===== src/rtl/div_ctrl_pkg.sv =====
// -----------------------------------------------------------------------------
// div_ctrl_pkg
// Shared definitions for the multi-cycle divide sequencer:
//   - div_state_e : FSM state encoding (DIV_IDLE, DIV_RUN, DIV_ZERO, DIV_FIX,
//                   DIV_DONE)
//   - cond_neg    : conditional two's-complement negate, modulo 2^32
// -----------------------------------------------------------------------------
package div_ctrl_pkg;

  typedef enum logic [2:0] {
    DIV_IDLE = 3'd0,
    DIV_RUN  = 3'd1,
    DIV_ZERO = 3'd2,
    DIV_FIX  = 3'd3,
    DIV_DONE = 3'd4
  } div_state_e;

  // Negate when neg is set; the magnitude of 0x80000000 is itself, which is
  // exactly what the unsigned datapath needs.
  function automatic logic [31:0] cond_neg(input logic neg, input logic [31:0] val);
    logic [31:0] res;
    if (neg) begin
      res = 32'd0 - val;
    end else begin
      res = val;
    end
    return res;
  endfunction

endpackage


===== src/rtl/div_ctrl_step.sv =====
// -----------------------------------------------------------------------------
// div_ctrl_step
// One restoring-division iteration (the div_step stage), purely combinational.
// Ports:
//   i_rq  in  2*WIDTH  partial remainder/quotient pair {r,q}
//   i_d   in  WIDTH    divisor magnitude
//   o_rq  out 2*WIDTH  {r,q} after one shift-and-trial-subtract
// -----------------------------------------------------------------------------
module div_ctrl_step #(
  parameter int WIDTH = 32
) (
  input  logic [2*WIDTH-1:0] i_rq,
  input  logic [WIDTH-1:0]   i_d,
  output logic [2*WIDTH-1:0] o_rq
);

  // Shifted remainder needs one extra bit: 2r+1 can exceed WIDTH bits.
  logic [WIDTH:0]   w_rs;
  logic [WIDTH+1:0] w_diff;
  logic             w_unused;

  assign w_rs   = i_rq[2*WIDTH-1:WIDTH-1];
  assign w_diff = {1'b0, w_rs} - {2'b00, i_d};

  // When the trial succeeds the difference is < d, and when it fails the
  // shifted remainder is < d, so the dropped top bits are always zero.
  assign w_unused = w_diff[WIDTH] ^ w_rs[WIDTH];

  // Keep the trial difference when non-negative, else restore.
  always_comb begin
    o_rq = i_rq;
    if (!w_diff[WIDTH+1]) begin
      o_rq = {w_diff[WIDTH-1:0], i_rq[WIDTH-2:0], 1'b1};
    end else begin
      o_rq = {w_rs[WIDTH-1:0], i_rq[WIDTH-2:0], 1'b0};
    end
  end

endmodule


===== src/rtl/div_ctrl.sv =====
// -----------------------------------------------------------------------------
// div_ctrl
// Multi-cycle DIV/DIVU sequencer for the EX stage. Runs a WIDTH-iteration
// restoring division, stalls IF..EX until the quotient/remainder is ready for
// the HI/LO write, and abandons the operation on a pipeline flush.
// Ports:
//   clk         in   clock, rising edge
//   resetn      in   asynchronous active-low reset
//   start       in   EX holds DIV/DIVU (level)
//   signed_div  in   1 = DIV, 0 = DIVU (sampled at accept)
//   flush       in   exception/eret flush, aborts the operation
//   opa, opb    in   dividend / divisor (sampled at accept)
//   stall       out  freeze IF..EX
//   ready       out  one-cycle pulse, results valid
//   result_lo   out  quotient  -> LO
//   result_hi   out  remainder -> HI
//   div_zero    out  completed operation had a zero divisor
// -----------------------------------------------------------------------------
module div_ctrl
  import div_ctrl_pkg::*;
#(
  parameter int WIDTH = 32
) (
  input  logic             clk,
  input  logic             resetn,
  input  logic             start,
  input  logic             signed_div,
  input  logic             flush,
  input  logic [WIDTH-1:0] opa,
  input  logic [WIDTH-1:0] opb,
  output logic             stall,
  output logic             ready,
  output logic [WIDTH-1:0] result_lo,
  output logic [WIDTH-1:0] result_hi,
  output logic             div_zero
);

  localparam int CNT_W = $clog2(WIDTH);
  localparam logic [CNT_W-1:0] CNT_LAST = CNT_W'(WIDTH - 1);

  div_state_e         r_state;
  div_state_e         w_fsm_next;
  div_state_e         w_next;
  logic [CNT_W-1:0]   r_cnt;
  logic [2*WIDTH-1:0] r_rq;
  logic [2*WIDTH-1:0] w_rq_next;
  logic [WIDTH-1:0]   r_d;
  logic [WIDTH-1:0]   r_opa;
  logic               r_qneg;
  logic               r_rneg;
  logic [WIDTH-1:0]   r_lo;
  logic [WIDTH-1:0]   r_hi;
  logic               r_dz;

  logic               w_accept;
  logic               w_opa_neg;
  logic               w_opb_neg;
  logic [WIDTH-1:0]   w_opa_mag;
  logic [WIDTH-1:0]   w_opb_mag;
  logic [WIDTH-1:0]   w_q;
  logic [WIDTH-1:0]   w_r;

  assign w_accept  = (r_state == DIV_IDLE) & start & ~flush;
  assign w_opa_neg = signed_div & opa[WIDTH-1];
  assign w_opb_neg = signed_div & opb[WIDTH-1];
  assign w_opa_mag = cond_neg(w_opa_neg, opa);
  assign w_opb_mag = cond_neg(w_opb_neg, opb);
  assign w_r       = r_rq[2*WIDTH-1:WIDTH];
  assign w_q       = r_rq[WIDTH-1:0];

  div_ctrl_step #(.WIDTH(WIDTH)) u_step (
    .i_rq (r_rq),
    .i_d  (r_d),
    .o_rq (w_rq_next)
  );

  // Next-state decode; flush overrides everything and returns to IDLE.
  always_comb begin
    w_fsm_next = r_state;
    case (r_state)
      DIV_IDLE: begin
        if (w_accept) begin
          w_fsm_next = (opb == '0) ? DIV_ZERO : DIV_RUN;
        end else begin
          w_fsm_next = DIV_IDLE;
        end
      end
      DIV_RUN: begin
        if (r_cnt == CNT_LAST) begin
          w_fsm_next = DIV_FIX;
        end else begin
          w_fsm_next = DIV_RUN;
        end
      end
      DIV_ZERO: w_fsm_next = DIV_DONE;
      DIV_FIX:  w_fsm_next = DIV_DONE;
      DIV_DONE: w_fsm_next = DIV_IDLE;
      default:  w_fsm_next = DIV_IDLE;
    endcase
  end

  assign w_next = flush ? DIV_IDLE : w_fsm_next;

  // State register.
  always_ff @(posedge clk or negedge resetn) begin
    if (!resetn) begin
      r_state <= DIV_IDLE;
    end else begin
      r_state <= w_next;
    end
  end

  // Operand latch at accept and one iteration per RUN cycle.
  always_ff @(posedge clk or negedge resetn) begin
    if (!resetn) begin
      r_cnt  <= '0;
      r_rq   <= '0;
      r_d    <= '0;
      r_opa  <= '0;
      r_qneg <= 1'b0;
      r_rneg <= 1'b0;
    end else begin
      case (r_state)
        DIV_IDLE: begin
          if (w_accept) begin
            r_cnt  <= '0;
            r_rq   <= {{WIDTH{1'b0}}, w_opa_mag};
            r_d    <= w_opb_mag;
            r_opa  <= opa;
            r_qneg <= w_opa_neg ^ w_opb_neg;
            r_rneg <= w_opa_neg;
          end
        end
        DIV_RUN: begin
          r_rq  <= w_rq_next;
          r_cnt <= r_cnt + CNT_W'(1);
        end
        default: begin
        end
      endcase
    end
  end

  // Result registers; only a non-flushed FIX or ZERO cycle updates them.
  always_ff @(posedge clk or negedge resetn) begin
    if (!resetn) begin
      r_lo <= '0;
      r_hi <= '0;
      r_dz <= 1'b0;
    end else if (!flush) begin
      case (r_state)
        DIV_FIX: begin
          r_lo <= cond_neg(r_qneg, w_q);
          r_hi <= cond_neg(r_rneg, w_r);
          r_dz <= 1'b0;
        end
        DIV_ZERO: begin
          r_lo <= '1;
          r_hi <= r_opa;
          r_dz <= 1'b1;
        end
        default: begin
        end
      endcase
    end
  end

  // Stall is combinational only through the accept term in IDLE.
  assign stall = (r_state == DIV_RUN) | (r_state == DIV_ZERO) |
                 (r_state == DIV_FIX) | w_accept;

  assign ready     = (r_state == DIV_DONE);
  assign result_lo = r_lo;
  assign result_hi = r_hi;
  assign div_zero  = r_dz;

endmodule


===== config.mk =====
export PLATFORM = sky130hd
export DESIGN_NAME = div_ctrl
export DESIGN_NICKNAME = d
export VERILOG_FILES = /design/src/rtl/div_ctrl_pkg.sv /design/src/rtl/div_ctrl_step.sv /design/src/rtl/div_ctrl.sv
export SDC_FILE = /design/constraint.sdc
export NUM_CORES = 1
export LEC_CHECK = 0
export CAP_MARGIN = 20
export CORE_MARGIN = 2
export CORE_UTILIZATION = 55
export DETAILED_ROUTE_END_ITERATION = 7
export MAX_ROUTING_LAYER = met4
export PLACE_DENSITY = 0.86
export SYNTH_ARGS = -nofsm -noshare
export SYNTH_HDL_FRONTEND = slang
export SYNTH_SLANG_ARGS = --single-unit

===== constraint.sdc =====
create_clock -name clk -period 5.8 [get_ports clk]
set_input_delay 1.16 -clock clk [delete_from_list [all_inputs] [get_ports clk]]
set_output_delay 1.16 -clock clk [all_outputs]
set_load 0.03 [all_outputs]

==> impl_metrics.env, run 1 <==
export IMPL_io_pins=136
export IMPL_placed_cell_area_mm2=0.0138
export IMPL_ctsHoldBuffers=0
export IMPL_wl_per_cell_um=17.3
export IMPL_synth_edf_count=0
export IMPL_cts_sinks=203
export IMPL_synth_top_area_share_pct=41.5
export IMPL_yosysMostFrequentCell="nand2_1"
export IMPL_setup_viol=0
export IMPL_nFillCells=1735
export IMPL_ir_drop_v=0.000212
export IMPL_htreeDepth=1
export IMPL_power_total_mw=6.24
export IMPL_grt_pass1_wl_um=52200
export IMPL_cpMaxStageDelayCell="nor4_1"
export IMPL_ant_nets=0
export IMPL_wl_um=32100
export IMPL_grt_max_degree=115
export IMPL_synth_cell_area_mm2=0.0122
export IMPL_initial_core_util_pct=56.0
export IMPL_synth_area_leaders="dfrtp_1 (42%), nand2_1 (7.6%), o21ai_0 (7.1%), xor2_1 (6.5%), a21oi_1 (4.4%)"
export IMPL_yosys_area_top_type="dfrtp_1"
export IMPL_ys_ff_latch=203
export IMPL_min_period_over_period_pct=68.1
export IMPL_drv_cap=0
export IMPL_yosysSeqAreaShare_pct=41.5
export IMPL_synthTopCellsByCount="nand2_1 (248), dfrtp_1 (203), o21ai_0 (174), nor2_1 (112), a21oi_1 (108)"
export IMPL_hold_viol=0
export IMPL_dp_final_hpwl_um=23000
export IMPL_crit_path_max_fanout=4
export IMPL_critical_path_arrival_ps=4310
export IMPL_start_kind="input pin"
export IMPL_gp_congestion=0.921
export IMPL_cts_tree="done"
export IMPL_wl_met2_um=15200
export IMPL_syn_instance_count=1459
export IMPL_setup_tns_ps=0
export IMPL_coreArea_mm2=0.0218
export IMPL_critical_path_cell_chain="clkdlybuf4s50_1 > inv_1 > ha_1 > nor3b_1 > nand3_1 > nor4_1 > nand2_1 > or4_1 > o41ai_1 > xor2_1 > o21ai_0"
export IMPL_multi_input_area_mm2=0.00671
export IMPL_synthArstFlopShare_pct=100
export IMPL_max_stage_delay_ps=550
export IMPL_num_vias=11200
export IMPL_design_area_mm2=0.0146
export IMPL_antenna_found_initial=0
export IMPL_vias_per_cell=6.02
export IMPL_synth_warnings=0
export IMPL_die_height_um=153
export IMPL_synth_ff_type="dfrtp_1"
export IMPL_syn_avg_cell_area_um2=8.38
export IMPL_endpoint_kind="register"
export IMPL_hold_path_class="reg2reg"
export IMPL_die_w_um=153
export IMPL_p_leak_nw=6.36
export IMPL_nets=1662
export IMPL_outcome="finished clean"
export IMPL_post_cts_resized=0
export IMPL_area_growth_pct=19.4
export IMPL_post_cts_setup_buffer_count=0
export IMPL_fmaxAchievable_mhz=253
export IMPL_rsz0062_at_grt="false"
export IMPL_cts_buffer_depth=3
export IMPL_diodes=0
export IMPL_worst_slew_pin_slew_ps=983
export IMPL_slew_viol_final=0
export IMPL_wl_met3_um=1980
export IMPL_track_usage_pct=27.4
export IMPL_powerDensity_mw_per_mm2=427
export IMPL_drt_iter0_markers=855
export IMPL_rows=54
export IMPL_synthesis_nets=1567
export IMPL_io_buffer_count=135
export IMPL_drcViolationCount=0
export IMPL_path_clk_slew_ps=60
export IMPL_worstSkewPairLatency_ps=510
export IMPL_overflow=0
export IMPL_clock_skew_ps=17.2
export IMPL_die_area_mm2=0.0234
export IMPL_grt_pass1_vias=10400
export IMPL_wl_met1_um=14000
export IMPL_top_layer_used="met4"
export IMPL_path_buf_inv=2
export IMPL_crit_type="in2reg"
export IMPL_yosys_cell_types_count=59
export IMPL_required_ps=6160
export IMPL_path_delay_family="simple AND/OR/NAND/NOR gates"
export IMPL_firstDrtPassIters=6
export IMPL_cts_root_buf="clkbuf_16"
export IMPL_min_period_ps=3950
export IMPL_final_layout_size_suffix_gt1_share_pct=4.52
export IMPL_seq_area_mm2=0.00508
export IMPL_cts_buffers=23
export IMPL_relSlewSlack_pct=34.5
==> worst register-to-register path: stages, from the launching register on <==
cell and delay [ps]:
dfrtp_1 480, ha_1 440, nand2_1 80, o21ai_0 410
a221o_1 230, a21oi_1 80, o21ai_0 420, a221o_1 790
nand2_1 380, o31ai_1 320
==> state kept, by name, indices dropped and copies added, names as in the netlist <==
signal     cells
r_rq          64
r_d           32
r_opa         32
result_hi     32
result_lo     32
r_cnt          5
r_state        3
div_zero       1
r_qneg         1
r_rneg         1
==> logic make-up (layout without fill, tap and decap cells) <==
group,count (synthesis),count (layout),synth area share [%]
xor+xnor,146,146,10.5
buf+inv,126,238,3.87
flops,203,203,41.5
fa+ha+maj,39,39,4.05
mux,3,3,0.246
simple gates,512,512,18.7
compound gates,430,430,21.2
==> cell type report <==
type | count | share of cell area [%]
clock buffers | 26 | 4.09
clock inverters | 16 | 1.70
flip-flops and latches | 203 | 34.8
well taps | 280 | 2.40
repair buffers | 146 | 9.84
inverters | 50 | 1.28
multi-input cells | 1130 | 45.9
==> per-layer routing <==
layer,up-vias,global-route usage [%]
li1,5319,-
met1,5348,36.5
met2,414,44.6
met3,71,3.01
met4,0,8.07
met5,-,-
==> placed cells by master, fill, tap and decap left out, drive strengths merged, types with 27 or more instances in the layout <==
cell type / netlist / routed
a22oi: 34 / 34
o21ai: 174 / 174
nor2: 113 / 113
inv: 49 / 51
o31ai: 35 / 35
xor2: 91 / 91
xnor2: 55 / 55
dfrtp: 203 / 203
ha: 38 / 38
clkdlybuf4s50: 0 / 134
clkbuf: 70 / 27
nand2: 249 / 249
nand3: 54 / 54
a21oi: 108 / 108
==> power breakdown <==
group / switching (mW) / internal [mW]
Clock: 0.593 / 1.01
Combinational: 1.48 / 1.05
Sequential: 0.420 / 1.69
==> through the flow <==
step	instances	hold WS (ps)	setup WS, ps	util [%]
final	1851	475	1850	66.9
after global routing	1851	491	1610	66.9
after CTS	1851	478	1870	66.9
after detailed placement	1809	463	1360	63.1
after global placement	1809	457	1550	63.1
after floorplan	1459	440	2260	-
==> path summary, 6_finish.rpt <==
kind,startpoint,endpoint,slack [ps],cells after the start
min,r_d[2],r_d[2],480,2
max in group asynchronous,resetn,result_hi[0],3770,2
max,opb[1],r_d[28],1850,11
max reg2reg,r_rq[55],r_rq[60],2090,9
min in group asynchronous,resetn,result_lo[20],760,1
min reg2reg,r_d[2],r_d[2],480,2
(Power assumes the default switching activity.)
==> run 2, diff against run 1 <==
==> constraint.sdc (replaced) <==
create_clock -name clk -period 4 [get_ports clk]
set_input_delay 0.8 -clock clk [delete_from_list [all_inputs] [get_ports clk]]
set_output_delay 0.8 -clock clk [all_outputs]
set_load 0.03 [all_outputs]
==> impl_metrics.env, run 2 (synthesis results as in run 1) <==
export IMPL_cts_buffers=22
export IMPL_max_stage_delay_ps=430
export IMPL_cp_depth=13
export IMPL_cts_buffer_depth=3
export IMPL_r2r_slack_ps=660
export IMPL_wl_um=32200
export IMPL_regMostFlops="r_rq"
export IMPL_initial_core_util_pct=56.0
export IMPL_final_common_cell="nand2_1"
export IMPL_min_period_ps=3340
export IMPL_ant_nets=0
export IMPL_worst_slew_pin_slew_ps=947
export IMPL_rsz0062_at_grt="false"
export IMPL_clock_skew_ps=8.21
export IMPL_cts_tree="done"
export IMPL_die_w_um=153
export IMPL_crit_path_max_fanout=3
export IMPL_firstDrtPassIters=6
export IMPL_outcome="finished clean"
export IMPL_drv_cap=0
export IMPL_placed_cell_area_mm2=0.0139
export IMPL_track_usage_pct=27.8
export IMPL_area_growth_pct=19.2
export IMPL_worst_path_most_repeated_cell="inv_1"
export IMPL_setup_tns_ps=0
export IMPL_die_area_mm2=0.0234
export IMPL_rr_endpoint="r_rq[60]"
export IMPL_io_pins=136
export IMPL_htreeDepth=1
export IMPL_gp_congestion=0.931
export IMPL_required_ps=4380
export IMPL_critical_path_cell_chain="inv_1 > ha_1 > inv_1 > fa_1 > a21o_1 > a221oi_1 > o211ai_1 > a31oi_1 > o21ai_0 > a21oi_1 > nor2_1 > a2111oi_0 > o31ai_1"
export IMPL_timing_rr_start="r_rq[31]"
export IMPL_grt_pass1_wl_um=53100
export IMPL_path_clk_slew_ps=60
export IMPL_ctsHoldBuffers=0
export IMPL_startpoint="r_rq[31]"
export IMPL_diodes=0
export IMPL_hold_path_class="in2async"
export IMPL_rows=54
export IMPL_cpMaxStageDelayCell="a2111oi_0"
export IMPL_drcViolationCount=0
export IMPL_start_kind="register"
export IMPL_worstSkewPairLatency_ps=510
export IMPL_crit_type="reg2reg"
export IMPL_cts_sinks=203
export IMPL_drt_iter0_markers=1093
export IMPL_fmaxAchievable_mhz=300
export IMPL_relSlewSlack_pct=36.9
export IMPL_wl_per_cell_um=17.3
export IMPL_nets=1671
export IMPL_cts_root_buf="clkbuf_16"
export IMPL_coreArea_mm2=0.0218
export IMPL_path_delay_family="compound AO/OA/AOI/OAI gates"
export IMPL_reg2reg_depth=13
export IMPL_grt_pass1_vias=10600
export IMPL_largest_reg_flops=64
export IMPL_endpoint_kind="register"
export IMPL_antenna_found_initial=0
export IMPL_final_layout_size_suffix_gt1_share_pct=4.69
export IMPL_slew_viol_final=0
export IMPL_die_height_um=153
export IMPL_endpoint="r_rq[60]"
export IMPL_design_area_mm2=0.0146
export IMPL_post_cts_resized=0
export IMPL_setup_viol=0
export IMPL_critical_path_arrival_ps=3710
export IMPL_min_period_over_period_pct=83.4
export IMPL_post_cts_setup_buffer_count=0
export IMPL_powerDensity_mw_per_mm2=600
export IMPL_num_vias=11200
export IMPL_io_buffer_count=135
export IMPL_hold_viol=0
export IMPL_grt_max_degree=105
export IMPL_final_cell_mix="nand2_1 (247), dfrtp_1 (203), o21ai_0 (174), clkdlybuf4s50_1 (134), nor2_1 (111)"
export IMPL_ir_drop_v=0.000268
export IMPL_path_buf_inv=2
export IMPL_vias_per_cell=6.02
export IMPL_p_leak_nw=6.35
export IMPL_overflow=0
export IMPL_dp_final_hpwl_um=23200
## run 2: cell count changes in the layout (fill, tap and decap cells not counted)
cell | previous run | this run
buf_4 | 11 | 19
buf_12 | 0 | 2
clkbuf_1 | 2 | 7
bufinv_16 | 6 | 1
inv_6 | 2 | 0
clkbuf_8 | 2 | 5
clkinv_4 | 3 | 0
## run 2: final cells by class
cell class	instances	area, um2
inverter	50	188
clock inverter	6	55.1
timing repair buffer	156	1540
sequential	203	5080
multi-input combinational	1130	6710
fill	1773	7250
clock buffer	34	657
tap	280	350
## run 2: how the worst min path moves through the flow
stage	slack (ps)	cells past startpoint	endpoint	from
2_1_floorplan	440	2	r_opa[23]	r_opa[23]
3_3_place_gp	460	2	r_opa[21]	r_opa[21]
3_5_place_dp	460	2	r_opa[15]	r_opa[15]
4_1_cts	440	1	result_lo[20]	resetn
5_1_grt	490	1	result_lo[18]	resetn
6_report	380	1	result_lo[20]	resetn
## run 2: metrics by stage
step | power (mW) | util [%] | setup slack [ps] | hold slack, ps | instances
floorplan | 5.66 | - | 815 | 440 | 1459
global placement | 6.60 | 63.5 | 326 | 459 | 1819
detailed placement | 6.69 | 63.5 | 209 | 463 | 1819
CTS | 8.73 | 66.8 | 700 | 445 | 1859
global route | 9.36 | 66.8 | 431 | 492 | 1859
finish | 8.75 | 66.8 | 665 | 378 | 1859
## run 2: report_power, final
part	switching [mW]	leakage [nW]	internal (mW)
registers	0.607	2.64	2.45
clock network	0.827	0.354	1.19
logic	2.13	3.36	1.55
total	3.56	6.35	5.19
## run 2: layer usage
layer / vias to the layer above / global-route usage, % / wire length, um
met1: 5296 / 37.9 / 13900
li1: 5347 / - / -
met3: 87 / 3.32 / 2200
met5: - / - / 0
met2: 463 / 43.7 / 15100
met4: 0 / 8.55 / 1020
==> run 3, diff against run 2 <==
--- a/config.mk
+++ b/config.mk
@@ -7,7 +7,7 @@
 export LEC_CHECK = 0
 export CAP_MARGIN = 20
 export CORE_MARGIN = 2
-export CORE_UTILIZATION = 55
+export CORE_UTILIZATION = 52
 export DETAILED_ROUTE_END_ITERATION = 7
 export MAX_ROUTING_LAYER = met4
 export PLACE_DENSITY = 0.86
==> constraint.sdc (replaced) <==
create_clock -name clk -period 3 [get_ports clk]
set_input_delay 0.6 -clock clk [delete_from_list [all_inputs] [get_ports clk]]
set_output_delay 0.6 -clock clk [all_outputs]
set_load 0.03 [all_outputs]
==> impl_metrics.env, run 3 (synthesis results as in run 1) <==
export IMPL_nFillCells=1818
export IMPL_htreeDepth=1
export IMPL_clock_skew_ps=11.6
export IMPL_cts_tree="done"
export IMPL_min_period_ps=2930
export IMPL_io_buffer_count=135
export IMPL_initial_core_util_pct=52.6
export IMPL_p_sw_mw=5.06
export IMPL_rr_endpoint="result_lo[31]"
export IMPL_gp_congestion=0.945
export IMPL_fmaxAchievable_mhz=341
export IMPL_final_layout_size_suffix_gt1_share_pct=11.7
export IMPL_hold_path_class="in2async"
export IMPL_cts_root_buf="clkbuf_16"
export IMPL_final_cells=1994
export IMPL_nets=1768
export IMPL_worst_path_most_repeated_cell="or4_4"
export IMPL_die_area_mm2=0.0248
export IMPL_path_delay_family="simple AND/OR/NAND/NOR gates"
export IMPL_track_usage_pct=27.5
export IMPL_drt_iter0_markers=781
export IMPL_io_pins=136
export IMPL_antenna_found_initial=0
export IMPL_rows=56
export IMPL_cpMaxStageDelayCell="or4_4"
export IMPL_max_stage_delay_ps=590
export IMPL_p_leak_nw=6.93
export IMPL_vias_per_cell=5.82
export IMPL_use_met1_pct=34.3
export IMPL_clkPwrFrac_pct=22.4
export IMPL_switching_share_pct=40.0
export IMPL_critical_path_cell_chain="dlymetal6s2s_1 > or4_4 > nor4_4 > nand2_2 > nor4_2 > buf_4 > nand2_1 > or4_4 > o31ai_4 > xor2_1 > o21ai_1"
export IMPL_dp_final_hpwl_um=24700
export IMPL_min_period_over_period_pct=97.6
export IMPL_wl_per_cell_um=17.0
export IMPL_outcome="finished clean"
export IMPL_power_total_mw=12.7
export IMPL_critical_path_arrival_ps=3330
export IMPL_cp_depth=11
export IMPL_grt_pass1_vias=11100
export IMPL_die_w_um=157
export IMPL_diodes=0
export IMPL_cts_buffers=22
export IMPL_ctsHoldBuffers=0
export IMPL_final_cell_mix="nand2_1 (247), dfrtp_1 (203), o21ai_0 (164), clkdlybuf4s50_1 (129)"
export IMPL_use_met2_pct=46.0
export IMPL_firstDrtPassIters=5
export IMPL_hold_viol=0
export IMPL_timing_rr_start="r_rq[12]"
export IMPL_path_buf_inv=2
export IMPL_startpoint="opb[0]"
export IMPL_final_common_cell="nand2_1"
export IMPL_ant_nets=0
export IMPL_seq_power_share_pct=30.8
export IMPL_coreArea_mm2=0.0233
export IMPL_worstSkewPairLatency_ps=510
export IMPL_wl_um=33800
export IMPL_utilization_pct=67.0
export IMPL_slew_viol_final=0
export IMPL_cts_buffer_depth=3
export IMPL_start_kind="input pin"
export IMPL_drcViolationCount=0
export IMPL_drv_cap=0
export IMPL_cts_sinks=203
export IMPL_design_area_mm2=0.0156
export IMPL_powerDensity_mw_per_mm2=811
export IMPL_overflow=0
export IMPL_worst_slew_pin_slew_ps=720
export IMPL_path_clk_slew_ps=60
export IMPL_endpoint="r_d[27]"
export IMPL_relSlewSlack_pct=52.0
export IMPL_p_int_mw=7.59
export IMPL_area_growth_pct=27.5
export IMPL_required_ps=3400
export IMPL_regMostFlops="r_rq"
export IMPL_endpoint_kind="register"
export IMPL_placedCellCount=1950
export IMPL_r2r_slack_ps=100
export IMPL_grt_max_degree=102
export IMPL_use_met3_pct=3.41
export IMPL_num_vias=11600
export IMPL_setup_viol=0
export IMPL_ir_drop_v=0.000340
export IMPL_crit_type="in2reg"
export IMPL_largest_reg_flops=64
export IMPL_die_height_um=157
export IMPL_placed_cell_area_mm2=0.0147
export IMPL_reg2reg_depth=9
export IMPL_comb_power_share_pct=46.8
export IMPL_grt_busiest_layer="met2"
export IMPL_grt_pass1_wl_um=53800
export IMPL_crit_path_max_fanout=3
export IMPL_setup_tns_ps=0
## run 3: cell count changes in the layout (fill, tap and decap cells not counted), sizes merged, moves of 2 or more
cell,before,now
clkdlybuf4s50,134,129
dlymetal6s2s,0,4
buf,21,117
clkinvlp,0,2
## run 3: timing repair
item                                    in CTS  in global routing
gates resized for setup                      5                 38
pin swaps                                    2                 16
cloned                                       0                  1
endpoints found under the setup margin       1                 35
setup buffers                                1                  3
## run 3: power groups by stage
stage	clock, mW	sequential (mW)	combinational (mW)
finish	2.84	3.89	5.93
global route	2.98	3.95	6.53
CTS	2.86	3.86	5.72
detailed placement	0	3.89	5.61
floorplan	0	3.82	3.73
global placement	0	3.85	5.48
## run 3: final cells by class
class	instances	area [um2]	area share, %
Inverter	50	188	1.20
Sequential cell	203	5080	32.6
Clock buffer	31	666	4.27
Clock inverter	8	95.1	0.610
Timing Repair Buffer	253	2340	15.0
Multi-Input combinational cell	1130	6830	43.8
Tap cell	319	399	2.56
## run 3: worst reg2reg max path: stages (launching register included)
cell,delay [ps]
dfrtp_1,380
or4_4,540
or3_4,380
or3_4,360
or4_4,460
nor2_2,110
nand2_2,90
o31ai_4,190
xnor2_1,140
a31oi_1,100
## run 3: worst min-delay path by stage
stage / start / endpoint / depth (start not counted)
after floorplan: resetn / div_zero / 0
after global placement: r_opa[20] / r_opa[20] / 2
after detailed placement: r_opa[22] / r_opa[22] / 2
after CTS: resetn / result_lo[30] / 1
after global routing: resetn / result_lo[30] / 1
final: resetn / result_lo[30] / 1
## run 3: through the flow
step	hold slack [ps]	setup slack, ps
6_report	27.7	71.5
5_1_grt	49.8	-52.8
4_1_cts	31.3	2.50
3_5_place_dp	464	-507
3_3_place_gp	459	-440
2_1_floorplan	304	15.3
## run 3: metal layers
metal  vias to the layer above  share of wire, %
li1                       5555                 -
met1                      5531                42
met4                         0               3.5
met2                       434                48
met3                        91               6.0
met5                         -                 0
